`config.mk`:
```
export PLATFORM = sky130hd
export DESIGN_NAME = multiword_add_ctrl
export DESIGN_NICKNAME = d
export VERILOG_FILES = /design/src/rtl/add_ctrl_pkg.sv /design/src/rtl/add4_cell.sv /design/src/rtl/multiword_add_ctrl.sv
export SDC_FILE = /design/constraint.sdc
export NUM_CORES = 1
export LEC_CHECK = 0
export BUFFER_PORTS_ARGS = -buffer_cell sky130_fd_sc_hd__buf_2
export CAP_MARGIN = 30
export CORE_UTILIZATION = 30
export DETAILED_ROUTE_END_ITERATION = 8
export PLACE_DENSITY_LB_ADDON = 0.08
export SLEW_MARGIN = 20
export SYNTH_ARGS = -nofsm -noshare
export SYNTH_HDL_FRONTEND = slang
export SYNTH_HIERARCHICAL = 1
export SYNTH_SLANG_ARGS = --single-unit
```
`constraint.sdc`:
```
create_clock -name clk -period 3.15 [get_ports clk]
set_input_delay 0.4725 -clock clk [delete_from_list [all_inputs] [get_ports clk]]
set_output_delay 0.4725 -clock clk [all_outputs]
set_load 0.1 [all_outputs]
```
`src/rtl/add_ctrl_pkg.sv`:
```
// Shared types and constants for the nibble-serial multiword adder controller.
package add_ctrl_pkg;

    localparam int unsigned NIBBLE_W = 4;

    typedef enum logic [1:0] {
        IDLE = 2'd0,
        RUN  = 2'd1,
        DONE = 2'd2
    } state_e;

endpackage

```
`src/rtl/add4_cell.sv`:
```
// 4-bit combinational ripple adder; c3 exposes the carry into bit 3 for overflow detection.
module add4_cell (
    input  logic [3:0] a4,
    input  logic [3:0] b4,
    input  logic       ci,
    output logic [3:0] s4,
    output logic       co,
    output logic       c3
);

    logic [3:0] low;
    logic [1:0] top;

    always_comb begin
        low   = {1'b0, a4[2:0]} + {1'b0, b4[2:0]} + {3'b000, ci};
        c3    = low[3];
        top   = {1'b0, a4[3]} + {1'b0, b4[3]} + {1'b0, c3};
        s4    = {top[0], low[2:0]};
        co    = top[1];
    end

endmodule

```
`src/rtl/multiword_add_ctrl.sv`:
```
// Sequences one shared add4_cell over NIBBLES nibbles, LSB first, with valid/ready handshakes.
// Optional macro ADD_SUB_EN enables subtraction (a - b) when sub is high at acceptance.
module multiword_add_ctrl
    import add_ctrl_pkg::*;
#(
    parameter int unsigned NIBBLES = 4
) (
    input  logic                        clk,
    input  logic                        rst,
    input  logic                        in_valid,
    output logic                        in_ready,
    input  logic [NIBBLE_W*NIBBLES-1:0] a,
    input  logic [NIBBLE_W*NIBBLES-1:0] b,
    input  logic                        cin,
    input  logic                        sub,
    output logic                        out_valid,
    input  logic                        out_ready,
    output logic [NIBBLE_W*NIBBLES-1:0] sum,
    output logic                        carry,
    output logic                        ovf,
    output logic                        busy
);

    localparam int unsigned W  = NIBBLE_W * NIBBLES;
    localparam int unsigned IW = $clog2(NIBBLES) + 1;

    state_e                state_q;
    logic [IW-1:0]         idx_q;
    logic [W-1:0]          a_q;
    logic [W-1:0]          b_q;
    logic                  chain_q;
    logic [W-1:0]          sum_q;
    logic                  carry_q;
    logic                  ovf_q;
    logic                  out_valid_q;
    logic                  busy_q;
    logic                  in_ready_q;

    logic [W-1:0]          b_d;
    logic                  seed_d;
    logic [NIBBLE_W-1:0]   a_nib;
    logic [NIBBLE_W-1:0]   b_nib;
    logic [NIBBLE_W-1:0]   s_nib;
    logic                  co_nib;
    logic                  c3_nib;
    logic                  last_nib;

`ifdef ADD_SUB_EN
    // Subtraction is a + ~b + 1; carry out of 1 then means no borrow.
    always_comb begin
        b_d    = sub ? ~b : b;
        seed_d = sub ? 1'b1 : cin;
    end
`else
    logic unused_sub;
    assign unused_sub = sub;

    always_comb begin
        b_d    = b;
        seed_d = cin;
    end
`endif

    always_comb begin
        a_nib = '0;
        b_nib = '0;
        for (int i = 0; i < NIBBLES; i++) begin
            if (idx_q == IW'(i)) begin
                a_nib = a_q[i*NIBBLE_W +: NIBBLE_W];
                b_nib = b_q[i*NIBBLE_W +: NIBBLE_W];
            end
        end
        last_nib = (idx_q == IW'(NIBBLES - 1));
    end

    add4_cell u_add4_cell (
        .a4 (a_nib),
        .b4 (b_nib),
        .ci (chain_q),
        .s4 (s_nib),
        .co (co_nib),
        .c3 (c3_nib)
    );

    always_ff @(posedge clk) begin
        if (rst) begin
            state_q     <= IDLE;
            idx_q       <= '0;
            a_q         <= '0;
            b_q         <= '0;
            chain_q     <= 1'b0;
            sum_q       <= '0;
            carry_q     <= 1'b0;
            ovf_q       <= 1'b0;
            out_valid_q <= 1'b0;
            busy_q      <= 1'b0;
            in_ready_q  <= 1'b1;
        end else begin
            unique case (state_q)
                IDLE: begin
                    if (in_valid && in_ready_q) begin
                        a_q        <= a;
                        b_q        <= b_d;
                        chain_q    <= seed_d;
                        idx_q      <= '0;
                        sum_q      <= '0;
                        carry_q    <= 1'b0;
                        ovf_q      <= 1'b0;
                        in_ready_q <= 1'b0;
                        busy_q     <= 1'b1;
                        state_q    <= RUN;
                    end
                end
                RUN: begin
                    for (int i = 0; i < NIBBLES; i++) begin
                        if (idx_q == IW'(i)) begin
                            sum_q[i*NIBBLE_W +: NIBBLE_W] <= s_nib;
                        end
                    end
                    chain_q <= co_nib;
                    if (last_nib) begin
                        carry_q     <= co_nib;
                        ovf_q       <= c3_nib ^ co_nib;
                        out_valid_q <= 1'b1;
                        state_q     <= DONE;
                    end else begin
                        idx_q <= idx_q + IW'(1);
                    end
                end
                DONE: begin
                    // in_ready rises only after this edge, giving the one-cycle idle bubble.
                    if (out_ready) begin
                        out_valid_q <= 1'b0;
                        busy_q      <= 1'b0;
                        in_ready_q  <= 1'b1;
                        state_q     <= IDLE;
                    end
                end
                default: begin
                    state_q    <= IDLE;
                    busy_q     <= 1'b0;
                    in_ready_q <= 1'b1;
                end
            endcase
        end
    end

    assign in_ready  = in_ready_q;
    assign out_valid = out_valid_q;
    assign sum       = sum_q;
    assign carry     = carry_q;
    assign ovf       = ovf_q;
    assign busy      = busy_q;

endmodule

```
==> results of run 1 <==
metrics by stage:
stage	util, %	instance area [um2]
2_1_floorplan	-	2700
6_report	37.4	3260
3_3_place_gp	35.6	3100
4_1_cts	37.4	3260
5_1_grt	37.4	3260
3_5_place_dp	35.6	3100
cell type report:
type	instances	area, um2
Sequential cell	59	1180
Tap cell	108	135
Multi-Input combinational cell	243	1360
Fill cell	960	5460
Clock buffer	12	145
Inverter	15	56.3
Timing Repair Buffer	67	373
Clock inverter	3	15.0
critical path: stages (launching register included):
cell and delay (ps):
sky130_fd_sc_hd__dfxtp_1 340, sky130_fd_sc_hd__inv_1 110, sky130_fd_sc_hd__ha_1 310, sky130_fd_sc_hd__nand2_1 100
sky130_fd_sc_hd__o21ai_0 200, sky130_fd_sc_hd__a32o_1 220, sky130_fd_sc_hd__inv_1 60, sky130_fd_sc_hd__fa_1 450
sky130_fd_sc_hd__o21a_1 220, sky130_fd_sc_hd__fa_1 370, sky130_fd_sc_hd__inv_1 120, sky130_fd_sc_hd__xnor2_1 100
sky130_fd_sc_hd__a211oi_1 220
sequential cells by signal (all words and copies together), names as in the netlist:
name and cells:
busy 1, out_valid 1, chain_q 1, idx_q 3, carry 1, in_ready 1
sum 16, ovf 1, a_q 16, state_q 2, b_q 16
worst paths after layout:
kind                  end  slack (ps)  cells after the start
setup / recovery      ovf         270                     12
hold / removal     a_q[4]         360                      3
setup reg to reg      ovf         270                     12
hold reg to reg   a_q[10]         460                      2
cells in the final DEF (no fill, tap or decap), drive strengths merged, types with 8 or more instances in the layout:
master,instances
o21ai,10
inv,15
buf,67
nand2,91
nand3,18
dfxtp,59
nand2b,12
clkbuf,12
a21oi,65
a32o,8
cell families after synthesis:
logic type	count (synthesis)	share of synthesized area [%]
AND/OR/NAND/NOR	140	24.7
AO/OA/AOI/OAI	91	19.2
flip-flops	59	43.7
buffers and inverters	40	6.26
adder cells (fa/ha/maj)	10	5.47
XOR/XNOR	2	0.649
per-layer routing:
layer | track usage (%) | part of all wire [%]
met1 | 18.6 | 48
met2 | 25.0 | 46
met3 | 5.20 | 3.7
met4 | 5.51 | 1.5
met5 | 0 | 0
report_power, final:
part	internal, mW	switching, mW
registers	0.784	0.0250
logic	0.103	0.201
clock network	0.299	0.287
what timing repair did:
action                                 CTS  global route
endpoints found under the hold margin    0             0
setup buffers                            0             0
setup endpoints to repair                0             5
hold buffers                             0             0
gates resized for setup                  0             2
==> load_flow_metrics.sql, run 1 <==
INSERT INTO impl_metrics (metric_group, metric, value, unit) VALUES
('yosys', 'synth_flop_cell', 'sky130_fd_sc_hd__dfxtp_1', ''),
('worst_setup_path', 'setup_crit_path_kind', 'register to register', ''),
('cells_and_area', 'antenna-diode-count', '0', ''),
('sta', 'fin_tns_setup', '0', 'ps'),
('yosys', 'synthDominantAreaCellType', 'sky130_fd_sc_hd__dfxtp_1', ''),
('global_routing', 'grt_antenna_before_repair', '0', ''),
('power_and_ir_drop', 'power_density', '521', 'nW/um2'),
('worst_setup_path', 'r2r-start', 'idx_q[0]', ''),
('sta', 'fmax', '347', 'MHz'),
('global_routing', 'global_route.usage.total', '15.3', '%'),
('sta', 'timing.max_slew.rel_slack', '42.3', '%'),
('status', 'status', 'finished, final reports clean', ''),
('route', 'drt_pass1_iterations', '5', ''),
('worst_setup_path', 'path_max_fanout', '5', ''),
('yosys', 'synth_async_sr_flop_share', '0', '%'),
('yosys', 'netlist_top_cells_area', 'sky130_fd_sc_hd__dfxtp_1 44%, sky130_fd_sc_hd__nand2_1 13%, sky130_fd_sc_hd__a21oi_1 12%, sky130_fd_sc_hd__nand3_1 3.3%, sky130_fd_sc_hd__ha_1 3.2%', ''),
('clock_tree', 'number_of_buffers_added_by_the_clock_tree_synthesis_step', '9', ''),
('die', 'die-area', '9380', 'um2'),
('yosys', 'post_synth.cell_area_avg', '7.90', 'um2'),
('route', 'detail_route.wl_per_cell', '13.4', 'um'),
('placed_design', 'dp_worst_setup_slack', '219', 'ps'),
('sta', 'rsz0062_at_grt', 'false', ''),
('global_routing', 'maximum_number_of_pins_on_one_net_before_global_route_repair', '40', ''),
('placed_design', 'gp_congestion', '0.774', ''),
('clock_tree', 'tritoncts', 'done', ''),
('sta', 'finalCriticalPeriod', '2880', 'ps'),
('clock_tree', 'clk_path_buf_depth', '2', ''),
('yosys', 'top_area_cell_type_share_of_the_netlist_area', '43.7', '%'),
('global_routing', 'grt_pass1_wl', '11300', 'um'),
('power_and_ir_drop', 'p_leak', '1.27', 'nW'),
('sta', 'worst-slew-pin-transition', '865', 'ps'),
('yosys', 'yosys.cell_count.top_type', 'sky130_fd_sc_hd__nand2_1', ''),
('yosys', 'synthTopCellsByCount', '91 x sky130_fd_sc_hd__nand2_1, 65 x sky130_fd_sc_hd__a21oi_1, 59 x sky130_fd_sc_hd__dfxtp_1, 18 x sky130_fd_sc_hd__nand3_1', ''),
('worst_setup_path', 'cp_data_required_time', '3410', 'ps'),
('hold_path', 'timing.hold.worst.start', 'a[4]', ''),
('global_routing', 'first_global_vias', '2380', ''),
('run', 'max_cap_violations', '0', ''),
('die', 'design.core.area', '8720', 'um2'),
('yosys', 'post_synth_num_cell_types', '29', ''),
('hold_path', 'timing.hold.worst.class', 'input port to register', ''),
('sta', 'postLayoutSetupSlackWorst', '270', 'ps'),
('clock_tree', 'clk_pin_slew', '70', 'ps'),
('cells_and_area', 'design.final.nets', '443', ''),
('route', 'drt_drc_violations_left', '0', ''),
('yosys', 'ys_seq_elements', '59', ''),
('clock_tree', 'root_buffer', 'sky130_fd_sc_hd__clkbuf_8', ''),
('die', 'floorplan.die.height', '96.9', 'um'),
('die', 'io_pins', '59', ''),
('placed_design', 'placedCellCount', '492', ''),
('power_and_ir_drop', 'p_total', '1.70', 'mW'),
('sta', 'fin_crit_sh', '91.4', '%'),
('route', 'via_count', '2410', ''),
('clock_tree', 'clock_latency', '340', 'ps'),
('worst_setup_path', 'critical_path.startpoint', 'idx_q[0]', ''),
('die', 'die_w', '96.9', 'um'),
('sta', 'final_setup_viols', '0', ''),
('yosys', 'synth.yosys.seq_area_share', '43.7', '%'),
('route', 'drtAntennaViolNets', '0', ''),
('sta', 'final.hold.worst_slack', '363', 'ps'),
('die', 'row_count', '34', ''),
('sta', 'skew', '9.56', 'ps'),
('clock_tree', 'numClockSinks', '59', ''),
('route', 'drt-initial-drc-count', '62', ''),
('die', 'effective_utilization_at_floorplan', '31.0', '%'),
('global_routing', 'grt_remaining_overflow', '0', ''),
('sta', 'slew_violations', '0', ''),
('power_and_ir_drop', 'vdd.ir_drop.worst', '0.000213', 'V'),
('worst_setup_path', 'crit_arrival', '3140', 'ps'),
('route', 'drt-total-wl', '6800', 'um'),
('placed_design', 'placement.io_buffers', '57', ''),
('cells_and_area', 'layout-area-overhead-vs-synth', '20.9', '%');
Note: power is estimated with default switching activity, not from simulation.
==> run 2: changes to the inputs <==
ABC_AREA = 1   (was unset)
==> run 2 against run 1 <==
  * Synthesized cell count rose by 13%
  * Clock power grew 26%
  * Clock-buffer cell count down 1
  * Critical endpoint is now sum[15]
  * Wire length decreased by 3.7%
  * Setup slack better by 37 ps
==> load_flow_metrics.sql, run 2 <==
INSERT INTO impl_metrics (metric_group, metric, value, unit) VALUES
('hold_path', 'timing.hold.worst.class', 'input port to register', ''),
('sta', 'final.hold.worst_slack', '371', 'ps'),
('sta', 'timing_hold_violations_final', '0', ''),
('yosys', 'ys_seq_elements', '59', ''),
('yosys', 'yosys.cell_count.top_type', 'sky130_fd_sc_hd__nor2_1', ''),
('die', 'die_w', '98.3', 'um'),
('clock_tree', 'postCtsHoldBufs', '0', ''),
('power_and_ir_drop', 'p_leak', '1.54', 'nW'),
('clock_tree', 'numClockSinks', '59', ''),
('cells_and_area', 'mostFrequentLayoutCells', '79 x sky130_fd_sc_hd__nor2_1, 71 x sky130_fd_sc_hd__nand2_1, 57 x sky130_fd_sc_hd__dfxtp_1, 57 x sky130_fd_sc_hd__buf_2, 30 x sky130_fd_sc_hd__inv_1', ''),
('worst_setup_path', 'crit_chain', 'inv_1 > ha_2 > inv_4 > nor2_4 > buf_4 > nand2_1 > nand3_1 > nand3_1 > nand2_1 > inv_1 > fa_2 > nor2_1 > nor2_1 > fa_1 > inv_1 > inv_1 > nor2_1 > buf_4 > nand2_1 > a21oi_1', ''),
('global_routing', 'first_global_vias', '2435', ''),
('die', 'die-area', '9670', 'um2'),
('yosys', 'synth-edff-count', '0', ''),
('yosys', 'netlist_top_cells_area', 'sky130_fd_sc_hd__dfxtp_1 42%, sky130_fd_sc_hd__nor2_1 11%, sky130_fd_sc_hd__nand2_1 9.6%, sky130_fd_sc_hd__nand3_1 5.2%, sky130_fd_sc_hd__a21oi_1 4.7%', ''),
('sta', 'fin_tns_setup', '0', 'ps'),
('cells_and_area', 'antenna-diode-count', '0', ''),
('clock_tree', 'root_buffer', 'sky130_fd_sc_hd__clkbuf_8', ''),
('global_routing', 'global_route.usage.total', '14.6', '%'),
('hold_path', 'holdPathStages', '3', ''),
('cells_and_area', 'final_layout_size_suffix_gt1_share', '24.8', '%'),
('yosys', 'postSynthNetCount', '433', ''),
('route', 'vias_per_cell', '4.47', ''),
('sta', 'finalCriticalPeriod', '2840', 'ps'),
('clock_tree', 'clk_pin_slew', '70', 'ps'),
('yosys', 'synthDominantAreaCellType', 'sky130_fd_sc_hd__dfxtp_1', ''),
('global_routing', 'grt_antenna_before_repair', '0', ''),
('worst_setup_path', 'worst-path-stages', '20', ''),
('power_and_ir_drop', 'combPwrFrac', '24.6', '%'),
('worst_setup_path', 'worst_path_most_repeated_cell', 'sky130_fd_sc_hd__inv_1', ''),
('sta', 'postLayoutSetupSlackWorst', '307', 'ps'),
('route', 'drt-total-wl', '6550', 'um'),
('worst_setup_path', 'setup_crit_path_kind', 'register to register', ''),
('worst_setup_path', 'critical_path.max_stage_delay', '430', 'ps'),
('worst_setup_path', 'startpoint_type', 'register', ''),
('worst_setup_path', 'crit_slowest_cell', 'sky130_fd_sc_hd__fa_1', ''),
('cells_and_area', 'fillCellCount', '1031', ''),
('clock_tree', 'cts_htree_levels', '3', ''),
('power_and_ir_drop', 'power_density', '617', 'nW/um2'),
('clock_tree', 'clk_path_buf_depth', '2', ''),
('placed_design', 'gp_congestion', '0.728', ''),
('power_and_ir_drop', 'vdd.ir_drop.worst', '0.000247', 'V'),
('worst_setup_path', 'path_buf_inv', '7', ''),
('yosys', 'synthTopCellsByCount', '79 x sky130_fd_sc_hd__nor2_1, 71 x sky130_fd_sc_hd__nand2_1, 59 x sky130_fd_sc_hd__dfxtp_1, 30 x sky130_fd_sc_hd__inv_1, 29 x sky130_fd_sc_hd__nand3_1', ''),
('status', 'status', 'finished, final reports clean', ''),
('sta', 'fin_crit_sh', '90.2', '%'),
('yosys', 'post_synth_num_cell_types', '22', ''),
('yosys', 'mappedNetlistArea', '2780', 'um2'),
('die', 'effective_utilization_at_floorplan', '31.5', '%'),
('yosys', 'post_synth_inst_count', '385', ''),
('cells_and_area', 'layout-area-overhead-vs-synth', '22.8', '%'),
('clock_tree', 'clock_latency', '340', 'ps'),
('placed_design', 'placement.io_buffers', '57', ''),
('clock_tree', 'tritoncts', 'done', ''),
('placed_design', 'dp_hpwl', '4600', 'um'),
('run', 'max_cap_violations', '0', ''),
('die', 'floorplan.die.height', '98.3', 'um'),
('power_and_ir_drop', 'power.share.switching', '32.9', '%'),
('yosys', 'synth_flop_cell', 'sky130_fd_sc_hd__dfxtp_1', ''),
('worst_setup_path', 'critical_path.endpoint_type', 'register', ''),
('yosys', 'top_area_cell_type_share_of_the_netlist_area', '42.4', '%'),
('yosys', 'post_synth.cell_area_avg', '7.23', 'um2'),
('yosys', 'syn_warnings', '6', ''),
('route', 'via_count', '2505', ''),
('route', 'drt_pass1_iterations', '6', ''),
('die', 'io_pins', '59', ''),
('cells_and_area', 'design.final.nets', '495', ''),
('worst_setup_path', 'number_of_cells_on_the_worst_reg_to_reg_path', '20', ''),
('power_and_ir_drop', 'net-switching-power', '694', 'uW'),
('worst_setup_path', 'cp_data_required_time', '3420', 'ps'),
('sta', 'worst-slew-pin-transition', '808', 'ps'),
('power_and_ir_drop', 'p_seq_share', '40.4', '%'),
('worst_setup_path', 'crit_arrival', '3110', 'ps'),
('yosys', 'synth.yosys.seq_area_share', '42.4', '%'),
('die', 'design.core.area', '8850', 'um2'),
('die', 'row_count', '34', ''),
('sta', 'final_setup_viols', '0', ''),
('power_and_ir_drop', 'share_clk_of_total_power', '35.0', '%'),
('sta', 'fmax', '352', 'MHz'),
('global_routing', 'grt_remaining_overflow', '0', ''),
('sta', 'rsz0062_at_grt', 'false', ''),
('route', 'drt-initial-drc-count', '65', ''),
('sta', 'skew', '6.85', 'ps'),
('yosys', 'synth_async_sr_flop_share', '0', '%'),
('worst_setup_path', 'path_max_fanout', '9', ''),
('sta', 'timing.max_slew.rel_slack', '46.0', '%'),
('placed_design', 'dp_worst_setup_slack', '110', 'ps'),
('route', 'drt_drc_violations_left', '0', ''),
('worst_setup_path', 'top_delay_family_on_crit_path', 'adder cells', ''),
('cells_and_area', 'mostFrequentLayoutCell', 'sky130_fd_sc_hd__nor2_1', ''),
('global_routing', 'grt_pass1_wl', '11100', 'um'),
('power_and_ir_drop', 'cell_internal_pwr', '1.42', 'mW'),
('global_routing', 'maximum_number_of_pins_on_one_net_before_global_route_repair', '40', ''),
('route', 'drtAntennaViolNets', '0', ''),
('route', 'detail_route.wl_per_cell', '11.7', 'um'),
('clock_tree', 'number_of_buffers_added_by_the_clock_tree_synthesis_step', '9', ''),
('sta', 'slew_violations', '0', '');
## run 2: changes by cell type in the layout (fill, tap and decap cells not counted), moves of 4 or more
| cell | change |
|---|---|
| sky130_fd_sc_hd__or2_2 | +8 |
| sky130_fd_sc_hd__inv_1 | +15 |
| sky130_fd_sc_hd__nand2_4 | +6 |
| sky130_fd_sc_hd__a21oi_1 | -39 |
| sky130_fd_sc_hd__o21ai_0 | +14 |
| sky130_fd_sc_hd__and4bb_2 | -4 |
| sky130_fd_sc_hd__a32o_1 | -8 |
| sky130_fd_sc_hd__nand2_1 | -20 |
| sky130_fd_sc_hd__nor2_1 | +74 |
| sky130_fd_sc_hd__nand3_1 | +11 |
| sky130_fd_sc_hd__nand2b_1 | -12 |
| sky130_fd_sc_hd__nand2_2 | +6 |
| sky130_fd_sc_hd__o21ai_1 | +13 |
## run 2: timing repair
item | in CTS | in global routing
buffers inserted | 0 | 0
setup endpoints to repair | 0 | 15
gates resized for setup | 0 | 9
## run 2: kinds of logic (layout without fill, tap and decap cells)
family | Yosys count | after routing | share of synthesized area (%)
xor+xnor | 1 | 1 | 0.315
flops | 59 | 59 | 42.4
compound gates | 64 | 64 | 11.6
buf+inv | 46 | 113 | 7.82
fa+ha+maj | 10 | 10 | 5.30
simple gates | 205 | 205 | 32.5
## run 2: worst min-delay path, delay by kind of cell
| family | cells | cell delay (ps) |
|---|---|---|
| buf+inv | 1 | 70 |
| simple gates | 1 | 70 |
| compound gates | 1 | 50 |
## run 2: final timing paths
kind | end | startpoint | slack [ps]
setup reg to reg | sum[15] | idx_q[1] | 310
hold / removal | a_q[3] | a[3] | 370
hold reg to reg | sum[8] | sum[8] | 460
setup / recovery | sum[15] | idx_q[1] | 310
## run 2: power groups by stage
stage	Clock (mW)	Sequential [mW]	Combinational [mW]
floorplan	0	0.968	0.294
global placement	0	0.869	0.507
detailed placement	0	0.869	0.511
CTS	0.763	0.852	0.512
global route	0.798	0.863	0.586
finish	0.739	0.854	0.519
## run 2: per-stage QoR
| step | std cells | power (mW) | cell area, um2 | utilization (%) |
|---|---|---|---|---|
| 3_5_place_dp | 543 | 1.38 | 3160 | 35.7 |
| 3_3_place_gp | 543 | 1.38 | 3160 | 35.7 |
| 2_1_floorplan | 385 | 1.26 | 2780 | - |
| 5_1_grt | 560 | 2.25 | 3420 | 38.6 |
| 4_1_cts | 559 | 2.13 | 3370 | 38.1 |
| 6_report | 560 | 2.11 | 3420 | 38.6 |
## run 2: metal layers
layer	global-route usage [%]	vias up	share of wire [%]
li1	-	1345	-
met4	5.51	0	1.5
met1	19.1	1103	49
met3	4.08	10	4.2
met5	0	-	0
met2	22.8	47	45
## run 2: cell type report
type	instances	area, um2	share of cell area (%)
clock inverters	5	77.6	2.27
well taps	108	135	3.95
repair buffers	65	357	10.4
inverters	32	123	3.59
multi-input cells	280	1410	41.3
flip-flops and latches	59	1180	34.6
clock buffers	11	131	3.84
